`config.mk`:
```
export PLATFORM = sky130hd
export DESIGN_NAME = seq_gen_serial
export DESIGN_NICKNAME = d
export VERILOG_FILES = /design/src/rtl/seq_gen_pkg.sv /design/src/rtl/seq_gen_ctr.sv /design/src/rtl/seq_gen_serial.sv
export SDC_FILE = /design/constraint.sdc
export NUM_CORES = 1
export LEC_CHECK = 0
export ABC_AREA = 1
export ABC_CLOCK_PERIOD_IN_PS = 1700
export BUFFER_PORTS_ARGS = -buffer_cell sky130_fd_sc_hd__clkbuf_2
export CAP_MARGIN = 20
export CORE_ASPECT_RATIO = 0.5
export CORE_MARGIN = 2
export CORE_UTILIZATION = 40
export DETAILED_ROUTE_END_ITERATION = 10
export PLACE_DENSITY = 0.56
export SETUP_SLACK_MARGIN = 0.4
export SLEW_MARGIN = 25
export SYNTH_ARGS = -nofsm -noshare
export SYNTH_HDL_FRONTEND = slang
export SYNTH_SLANG_ARGS = --single-unit
```
`constraint.sdc`:
```
create_clock -name clk -period 1.7 [get_ports clk]
set_clock_uncertainty 0.1 [all_clocks]
set_input_delay 0.34 -clock clk [delete_from_list [all_inputs] [get_ports clk]]
set_output_delay 0.34 -clock clk [all_outputs]
set_load 0.02 [all_outputs]
```
`src/rtl/seq_gen_pkg.sv`:
```
// Shared types and helpers for the serial pattern transmitter.
// Holds the FSM state encoding, default pattern and the effective-length rule.
package seq_gen_pkg;

   localparam int SG_W  = 4;
   localparam int SG_LW = 3;
   localparam logic [SG_W-1:0] DEF_PAT = 4'b1001;

   typedef enum logic [1:0] {
      IDLE = 2'd0,
      SEND = 2'd1,
      GAP  = 2'd2,
      FIN  = 2'd3
   } state_e;

   // A length of zero, or one wider than the pattern, means "use the full width".
   function automatic int unsigned eff_len(input int unsigned len, input int unsigned w);
      if ((len == 32'd0) || (len > w)) begin
         return w;
      end else begin
         return len;
      end
   endfunction

endpackage

```
`src/rtl/seq_gen_ctr.sv`:
```
// Loadable down-counter with zero flag; load wins over decrement.
// Decrement never wraps below zero.
module seq_gen_ctr #(
   parameter int WIDTH = 4
) (
   input  logic             clk,
   input  logic             rst,
   input  logic             load,
   input  logic             dec,
   input  logic [WIDTH-1:0] load_val,
   output logic [WIDTH-1:0] cnt,
   output logic             zero
);

   logic [WIDTH-1:0] cnt_d;
   logic [WIDTH-1:0] cnt_q;

   // next count
   always_comb begin
      cnt_d = cnt_q;
      if (load) begin
         cnt_d = load_val;
      end else if (dec && (cnt_q != {WIDTH{1'b0}})) begin
         cnt_d = cnt_q - {{(WIDTH-1){1'b0}}, 1'b1};
      end else begin
         cnt_d = cnt_q;
      end
   end

   // count register
   always_ff @(posedge clk or posedge rst) begin
      if (rst) begin
         cnt_q <= {WIDTH{1'b0}};
      end else begin
         cnt_q <= cnt_d;
      end
   end

   assign cnt  = cnt_q;
   assign zero = (cnt_q == {WIDTH{1'b0}});

endmodule

```
`src/rtl/seq_gen_serial.sv`:
```
// Serial pattern transmitter: sends a shadowed pattern MSB-first, repeated with zero gaps.
// Outputs are registered from the next-state view so the first bit appears one cycle after start.
module seq_gen_serial
   import seq_gen_pkg::*;
#(
   parameter int              W       = SG_W,
   parameter int              LW      = SG_LW,
   parameter logic [W-1:0]    DEF_PAT = seq_gen_pkg::DEF_PAT
) (
   input  logic          clk,
   input  logic          rst,
   input  logic          start,
   input  logic          abort,
   input  logic          use_def,
   input  logic [W-1:0]  pattern,
   input  logic [LW-1:0] len,
   input  logic [7:0]    reps,
   input  logic [3:0]    gap,
   output logic          out,
   output logic          valid,
   output logic          busy,
   output logic          done
);

   localparam int BW = (W > 1) ? $clog2(W) : 1;

   state_e        state_q, state_d;
   logic [W-1:0]  pat_q, pat_d;
   logic [LW-1:0] len_q, len_d;
   logic [3:0]    gap_q, gap_d;
   logic          out_q, out_d;
   logic          valid_q, valid_d;
   logic          busy_q, busy_d;
   logic          done_q, done_d;

   logic [W-1:0]  pat_sel_s;
   logic [LW-1:0] len_eff_s;

   logic          bit_load_s, bit_dec_s, bit_zero_s;
   logic [BW-1:0] bit_val_s, bit_idx_s;
   logic          gap_load_s, gap_dec_s, gap_zero_s;
   logic [3:0]    gap_val_s, gap_cnt_s;
   logic          rep_load_s, rep_dec_s, rep_zero_s;
   logic [7:0]    rep_val_s, rep_cnt_s;

   assign pat_sel_s = use_def ? DEF_PAT : pattern;
   assign len_eff_s = LW'(eff_len({{(32-LW){1'b0}}, len}, unsigned'(W)));

   seq_gen_ctr #(.WIDTH(BW)) u_bit_ctr (
      .clk(clk), .rst(rst), .load(bit_load_s), .dec(bit_dec_s),
      .load_val(bit_val_s), .cnt(bit_idx_s), .zero(bit_zero_s)
   );

   seq_gen_ctr #(.WIDTH(4)) u_gap_ctr (
      .clk(clk), .rst(rst), .load(gap_load_s), .dec(gap_dec_s),
      .load_val(gap_val_s), .cnt(gap_cnt_s), .zero(gap_zero_s)
   );

   seq_gen_ctr #(.WIDTH(8)) u_rep_ctr (
      .clk(clk), .rst(rst), .load(rep_load_s), .dec(rep_dec_s),
      .load_val(rep_val_s), .cnt(rep_cnt_s), .zero(rep_zero_s)
   );

   // next state, shadow loads, counter control and next output values
   always_comb begin
      state_d    = state_q;
      pat_d      = pat_q;
      len_d      = len_q;
      gap_d      = gap_q;
      out_d      = 1'b0;
      valid_d    = 1'b0;
      busy_d     = 1'b0;
      done_d     = 1'b0;
      bit_load_s = 1'b0;
      bit_dec_s  = 1'b0;
      bit_val_s  = BW'(len_q - LW'(1));
      gap_load_s = 1'b0;
      gap_dec_s  = 1'b0;
      gap_val_s  = gap_q;
      rep_load_s = 1'b0;
      rep_dec_s  = 1'b0;
      rep_val_s  = reps;

      if (abort) begin
         state_d = IDLE;
      end else begin
         case (state_q)
            IDLE: begin
               if (start) begin
                  pat_d      = pat_sel_s;
                  len_d      = len_eff_s;
                  gap_d      = gap;
                  rep_load_s = 1'b1;
                  if (reps != 8'd0) begin
                     state_d    = SEND;
                     bit_load_s = 1'b1;
                     bit_val_s  = BW'(len_eff_s - LW'(1));
                     out_d      = pat_sel_s[BW'(len_eff_s - LW'(1))];
                     valid_d    = 1'b1;
                     busy_d     = 1'b1;
                  end else begin
                     state_d = FIN;
                     done_d  = 1'b1;
                  end
               end else begin
                  state_d = IDLE;
               end
            end
            SEND: begin
               if (!bit_zero_s) begin
                  bit_dec_s = 1'b1;
                  out_d     = pat_q[bit_idx_s - BW'(1)];
                  valid_d   = 1'b1;
                  busy_d    = 1'b1;
               end else begin
                  rep_dec_s = 1'b1;
                  // rep_zero_s only guards against a corrupted counter
                  if ((rep_cnt_s == 8'd1) || rep_zero_s) begin
                     state_d = FIN;
                     done_d  = 1'b1;
                  end else if (gap_q != 4'd0) begin
                     state_d    = GAP;
                     gap_load_s = 1'b1;
                     busy_d     = 1'b1;
                  end else begin
                     bit_load_s = 1'b1;
                     out_d      = pat_q[BW'(len_q - LW'(1))];
                     valid_d    = 1'b1;
                     busy_d     = 1'b1;
                  end
               end
            end
            GAP: begin
               busy_d = 1'b1;
               if ((gap_cnt_s == 4'd1) || gap_zero_s) begin
                  state_d    = SEND;
                  bit_load_s = 1'b1;
                  out_d      = pat_q[BW'(len_q - LW'(1))];
                  valid_d    = 1'b1;
               end else begin
                  gap_dec_s = 1'b1;
               end
            end
            FIN: begin
               state_d = IDLE;
            end
            default: begin
               state_d = IDLE;
            end
         endcase
      end
   end

   // state, shadow and output registers
   always_ff @(posedge clk or posedge rst) begin
      if (rst) begin
         state_q <= IDLE;
         pat_q   <= {W{1'b0}};
         len_q   <= {LW{1'b0}};
         gap_q   <= 4'd0;
         out_q   <= 1'b0;
         valid_q <= 1'b0;
         busy_q  <= 1'b0;
         done_q  <= 1'b0;
      end else begin
         state_q <= state_d;
         pat_q   <= pat_d;
         len_q   <= len_d;
         gap_q   <= gap_d;
         out_q   <= out_d;
         valid_q <= valid_d;
         busy_q  <= busy_d;
         done_q  <= done_d;
      end
   end

   assign out   = out_q;
   assign valid = valid_q;
   assign busy  = busy_q;
   assign done  = done_q;

endmodule

```
; ---- Word-level counts from Yosys, hierarchy flattened
; Cells that the tools add are included.
[word_totals]
input_bits = 24
ff_bits = 30
out_inout_bits = 4
wordCells = 122
[op_classes]
mux = 72
n_bitwise = 1
n_reduce_logical = 21
n_eq_ne = 8
addsub = 5
magnitude_cmp = 4
[ops]
columns = operator, n
row1 = 1-bit 2-to-1 mux, 44
row2 = 2-bit 2-to-1 mux, 14
row3 = 8-bit 2-to-1 mux, 2
row4 = 8-bit nonzero test, 2
row5 = 4-bit 2-to-1 mux, 3
row6 = 1-bit case mux with 3 select lines, 4
row7 = "2-bit by 3-bit < comparator with 1-bit output, second input constant", 3
row8 = "8-bit by 1-bit == test with 1-bit output, second input constant", 1
row9 = 8-bit logical NOT, 1
row10 = 2-bit case mux with 4 select lines, 1
row11 = 2-bit nonzero test, 4
row12 = 4-bit nonzero test, 2
row13 = "8-bit by 1-bit subtractor with 8-bit output, second input constant", 1
row14 = 1-bit binary-select mux with 2-bit select, 3
row15 = "3-bit != test, second input constant", 2
row16 = 3-bit AND reduction, 2
row17 = "2-bit by 1-bit subtractor with 2-bit output, second input constant", 3
row18 = "2-bit == test, second input constant", 2
row19 = "4-bit by 1-bit == test with 1-bit output, second input constant", 1
row20 = 2-bit logical NOT, 2
row21 = 4-bit logical NOT, 1
row22 = "4-bit != test, second input constant", 1
row23 = "4-bit by 1-bit subtractor with 4-bit output, second input constant", 1
row24 = "3-bit greater-than comparator, second input constant", 1
row25 = other kinds (6), 10

; ---- Logic depth before layout (Yosys ltp)
[logic_depth]
word_depth = 10
depth_mapped = 10
ltp_nobuf = 10

; ---- Cells and area by module
; A second synthesis with hierarchy kept.
[hier_totals]
hier_cells = 333
area_unflattened_um2 = 2203.4
[by_module_without_submodules]
columns = mod, area_each_um2, seq_area_each_um2, cells_per_inst, n_inst
row1 = seq_gen_serial, 1139.8, 400.4, 175, 1
row2 = seq_gen_ctr at u_rep_ctr, 633.1, 200.2, 91, 1
row3 = seq_gen_ctr at u_gap_ctr, 299.0, 100.1, 47, 1
row4 = seq_gen_ctr at u_bit_ctr, 131.4, 50.0, 20, 1

; ---- Worst setup path before layout
; No wires, ideal clock.
[synth_timing]
path_type = register -> register
from = register u_gap_ctr.cnt_q[0], in the netlist u_gap_ctr.cnt[0]
to = register u_gap_ctr.cnt_q[1], in the netlist u_gap_ctr.cnt[1]
required_time_ps = 1487
slack_ps = 156
setup_ps = 113
path_stages_with_launch = 11
arrival_ps = 1331
path_buffers = 0
path_cell_list = dfrtp_1 inv_1 ha_1 o21ai_0 nand3_2 inv_2 nand2_1 nand2_1 o21ai_1 nand2_1 inv_1
[synth_via]
elab_chain_cells = 7
[synth_rtl]
columns = item, line_no
row1 = start: declaration, seq_gen_ctr.sv:16  ; logic [WIDTH-1:0] cnt_q;
row2 = start signal: assignment, seq_gen_ctr.sv:33  ; cnt_q <= {WIDTH{1'b0}};
row3 = start signal: assignment, seq_gen_ctr.sv:35  ; cnt_q <= cnt_d;
row4 = 4-bit by 1-bit == test with 1-bit output or 4-bit logical NOT (tied branches), "seq_gen_serial.sv:135, seq_gen_ctr.sv:40"
row5 = 1-bit logical OR, seq_gen_serial.sv:135  ; if ((gap_cnt_s == 4'd1) || gap_zero_s) begin
row6 = 1-bit 2-to-1 mux, seq_gen_serial.sv:135
row7 = 1-bit 2-to-1 mux, seq_gen_serial.sv:87  ; case (state_q)
row8 = 1-bit 2-to-1 mux, seq_gen_serial.sv:84  ; if (abort) begin
row9 = 1-bit logical AND, seq_gen_ctr.sv:23  ; end else if (dec && (cnt_q != {WIDTH{1'b0}})) begin
row10 = 2-bit nonzero test (no line), --
; Parallel ways exist; a longest one is shown, timed or not. The select of a mux whose other input is x is not followed.
; A chain may end at the register's enable or synchronous reset.

; ---- Worst setup path in the final report
[layout_timing]
from = register u_rep_ctr.cnt_q[0], in the netlist u_rep_ctr.cnt[0]
to = register u_rep_ctr.cnt_q[5], in the netlist u_rep_ctr.cnt[5]
[layout_via]
elab_chain_cells = 3
[layout_rtl]
columns = item, line_no
row1 = start: declaration, seq_gen_ctr.sv:16
row2 = start signal: assignment, seq_gen_ctr.sv:33
row3 = start signal: assignment, seq_gen_ctr.sv:35
row4 = 8-bit by 1-bit subtractor with 8-bit output or 8-bit nonzero test (tied branches), "seq_gen_ctr.sv:24, seq_gen_ctr.sv:23"
row5 = 8-bit 2-to-1 mux or 1-bit logical AND (tied branches), seq_gen_ctr.sv:23
row6 = 8-bit 2-to-1 mux or 2-bit nonzero test (tied branches), --
; Parallel ways exist; a longest one is shown, timed or not. The select of a mux whose other input is x is not followed.

==> impl_metrics.csv <==
group,metric,value,unit
outcome,status,"completed",
clock_tree,ctsHtreeMaxLevel,2,
grt,grt_use_total,0.1909,
setup_path,worst_setup_path_start_kind,"flip-flop",
yosys,syn_nets,309,
worst_hold_path,hold_crit_path_type,"input pin to async pin",
setup_path,r2r_end,"u_rep_ctr.cnt[5]",
yosys,netlist_top_cells_count,"nand2_1 (100), inv_1 (33), dfrtp_1 (30)",
power,leakagePower,1.508,nW
grt,grt_pass1_wl,8.286,mm
yosys,yosysMostFrequentCell,"nand2_1",
setup_path,worst_setup_path_end_kind,"flip-flop",
clock_tree,cts_tree,"built",
routing,route.detailed.drc,0,
floorplanning,initial_utilization,0.4120,
routing,routed_wl,5.101,mm
yosys,postSynthAreaPerCell,7.184,um^2
setup_path,cpMostUsedCell,"buf_4",
finish,n_antenna_cell,0,
setup_path,r2r_start,"u_rep_ctr.cnt[0]",
floorplanning,num_io_pins,28,
sta,timing_hold_violations_final,0,
sta,fin_crit,1.519,ns
setup_path,timing.critical_path.arrival,1.59,ns
placed_design,portBuffers,27,
setup_path,cp_max_fo,7,
yosys,yosys.area.top_type,"dfrtp_1",
finish,layout-area-overhead-vs-synth,46.32,%
setup_path,cpMaxStageDelayCell,"dfrtp_1",
floorplanning,die-width,104.1,um
finish,final-instance-count-excl-fill,419,
setup_path,slack_of_the_worst_reg_to_reg_path,0.18,ns
sta,rsz_0062_raised_after_global_routing,"yes",
routing,detail_route.wl_per_cell,12.17,um
yosys,synth_warnings,0,
floorplanning,rows,18,
placed_design,pre_cts_slack,0.1406,ns
sta,achievable-frequency,0.6582,GHz
setup_path,worst_ep_required_time,1.77,ns
yosys,async_reset_ff_frac,1.000,
clock_tree,clock_insertion_delay_worst_skew,0.28,ns
grt,antenna_found_initial,0,
placed_design,dp.final_hpwl,3.462,mm
yosys,yosys_register_bits,30,
yosys,synth_ff_type,"dfrtp_1",
finish,finish.net_count,378,
finish,fillCellCount,445,
yosys,post_synth_num_cell_types,30,
sta,fin_setup_tns,0,ns
finish,drive_gt1_frac,0.4355,
sta,endpoints_failing_setup,0,
setup_path,critical_path_class,"flip-flop to flip-flop",
placed_design,post-place-cells,378,
yosys,post_synth_inst_count,279,
floorplanning,die_h,54.06,um
clock_tree,root_buffer,"clkbuf_8",
clock_tree,numClockSinks,30,
floorplanning,core_footprint,4865,um^2
sta,finalWorstSetupSlack,0.1807,ns
grt,global_route.overflow_total,0,
clock_tree,clk_pin_slew,0.07,ns
setup_path,crit_path_cell_trace,"inv_2 > ha_4 > buf_4 > nand3_4 > nand2_8 > buf_4 > nor3_2 > o21ai_1",
power,vdd.ir_drop.worst,0.5511,mV
routing,drt-initial-drc-count,81,
clock_tree,clockBufferDepth,2,
power,p_per_area,1665,nW/um^2
yosys,synth_seq_area_share,0.3745,
floorplanning,die_area,5628,um^2
yosys,syn-cell-area,2004,um^2
grt,grt_max_degree,31,
grt,grt_pass1_vias,1869,
sta,slew_viol_final,0,
sta,worst-slew-pin-transition,0.4188,ns
yosys,synth-edff-count,0,
clock_tree,cts-buffers-inserted,5,
routing,dr_total_vias,1954,
routing,via_count_normalized_by_instance_count,4.663,
finish,final_util,0.6029,
setup_path,reg2regPathDepth,8,
routing,ant_nets,0,
setup_path,critical-path-max-stage-delay,0.43,ns
yosys,synth_area_leaders,"dfrtp_1 (37%), nand2_1 (19%), inv_1 (6.2%), nand3_1 (5.5%), nor2_1 (4.9%)",
routing,detailedRoute.firstPassIterationCount,4,
sta,layout_worst_path_cycle_share,0.8937,
sta,timing.max_slew.rel_slack,0.7208,
yosys,synth_top_area_share,0.3745,
flow_run,max-cap-violations,0,
placed_design,routabilityCongestion,0.8784,
-- state kept, by name, indices dropped and copies added, names as in the netlist, 2 cells and up --
| signal | flops |
|---|---|
| u_rep_ctr.cnt | 8 |
| gap_q | 4 |
| pat_q | 4 |
| u_gap_ctr.cnt | 4 |
| len_q | 2 |
| state_q | 2 |
| u_bit_ctr.cnt | 2 |
-- critical path, delay by kind of cell (launching register included) --
kind | cells | cell delay [ns]
adders and majority gates | 1 | 0.18
and+or+nand+nor | 3 | 0.26
AOI/OAI and AO/OA | 1 | 0.08
DFF | 1 | 0.43
buffers and inverters | 3 | 0.37
-- report_power, final --
group	switching [mW]	internal [mW]
Clock	0.284	0.409
Sequential	0.286	1.05
Combinational	1.55	1.31
Total	2.12	2.77
-- layout by cell type (no fill, tap or decap), types with 2 or more instances in the layout --
| cell type | count |
|---|---|
| clkbuf_2 | 27 |
| nand2_8 | 2 |
| o211ai_2 | 6 |
| a21oi_2 | 2 |
| nand3_4 | 4 |
| clkbuf_8 | 8 |
| buf_12 | 2 |
| nand3_1 | 18 |
| nand4_1 | 3 |
| nor2_1 | 21 |
| inv_1 | 26 |
| dfrtp_1 | 30 |
| nor2_2 | 4 |
| buf_4 | 24 |
| nor3_2 | 2 |
| nand2_2 | 25 |
| inv_2 | 11 |
| buf_6 | 9 |
| inv_4 | 2 |
| o21ai_2 | 4 |
| ha_4 | 4 |
| nand2_1 | 77 |
| nor2_4 | 5 |
| o21ai_1 | 8 |
| nand3_2 | 3 |
| xor2_1 | 6 |
| nand2_4 | 2 |
-- what timing repair did --
item | CTS | global route
endpoints found under the setup margin | 28 | 29
endpoints found under the hold margin | 0 | 0
hold buffers | 0 | 0
buffers inserted | 23 | 8
resized for setup | 32 | 39
pin swaps | 12 | 14
cloned | 1 | 1
-- per-stage QoR --
stage | hold WS, ns | power [mW] | instance area [um^2]
4_1_cts | 0.01983 | 4.502 | 2698
2_1_floorplan | 0.3064 | 2.839 | 2056
6_report | 0.005706 | 4.884 | 2933
5_1_grt | 0.06152 | 5.297 | 2933
3_3_place_gp | 0.3273 | 3.262 | 2290
3_5_place_dp | 0.3291 | 3.285 | 2290
-- logic make-up (layout without fill, tap and decap cells) --
logic type | count (synthesis) | in the layout | share of synthesized area
AND/OR/NAND/NOR | 167 | 167 | 0.3727
buffers and inverters | 42 | 112 | 0.08677
flip-flops | 30 | 30 | 0.3745
AO/OA/AOI/OAI | 27 | 27 | 0.09800
XOR/XNOR | 7 | 7 | 0.03059
adder cells (fa/ha/maj) | 6 | 6 | 0.03745
-- how the worst max path moves through the flow --
stage / startpoint / to / slack [ns] / cells past startpoint
after global placement: u_rep_ctr.cnt[0] / state_q[0] / 0.12 / 8
after CTS: u_rep_ctr.cnt[0] / u_bit_ctr.cnt[0] / 0.20 / 10
after floorplan: u_rep_ctr.cnt[0] / u_bit_ctr.cnt[1] / 0.32 / 9
after global routing: state_q[1] / u_bit_ctr.cnt[0] / 0.10 / 9
after detailed placement: reps[2] / out / 0.14 / 9
final: u_rep_ctr.cnt[0] / u_rep_ctr.cnt[5] / 0.18 / 8
-- final cells by class --
cell class / instances / area [um^2] / share of cell area
flip-flops and latches: 30 / 750.7 / 0.2560
inverters: 40 / 162.7 / 0.05546
repair buffers: 64 / 496.7 / 0.1694
multi-input cells: 207 / 1325 / 0.4518
well taps: 70 / 87.58 / 0.02986
clock buffers: 8 / 110.1 / 0.03754
-- metal layers --
metal  vias up  track usage  routed length [um]
li1       1019            -                   -
met4         0      0.04279                  34
met3         5      0.04722                 217
met1       897       0.2208                2351
met5         -            0                   0
met2        33       0.3717                2497
(Power assumes the default switching activity.)
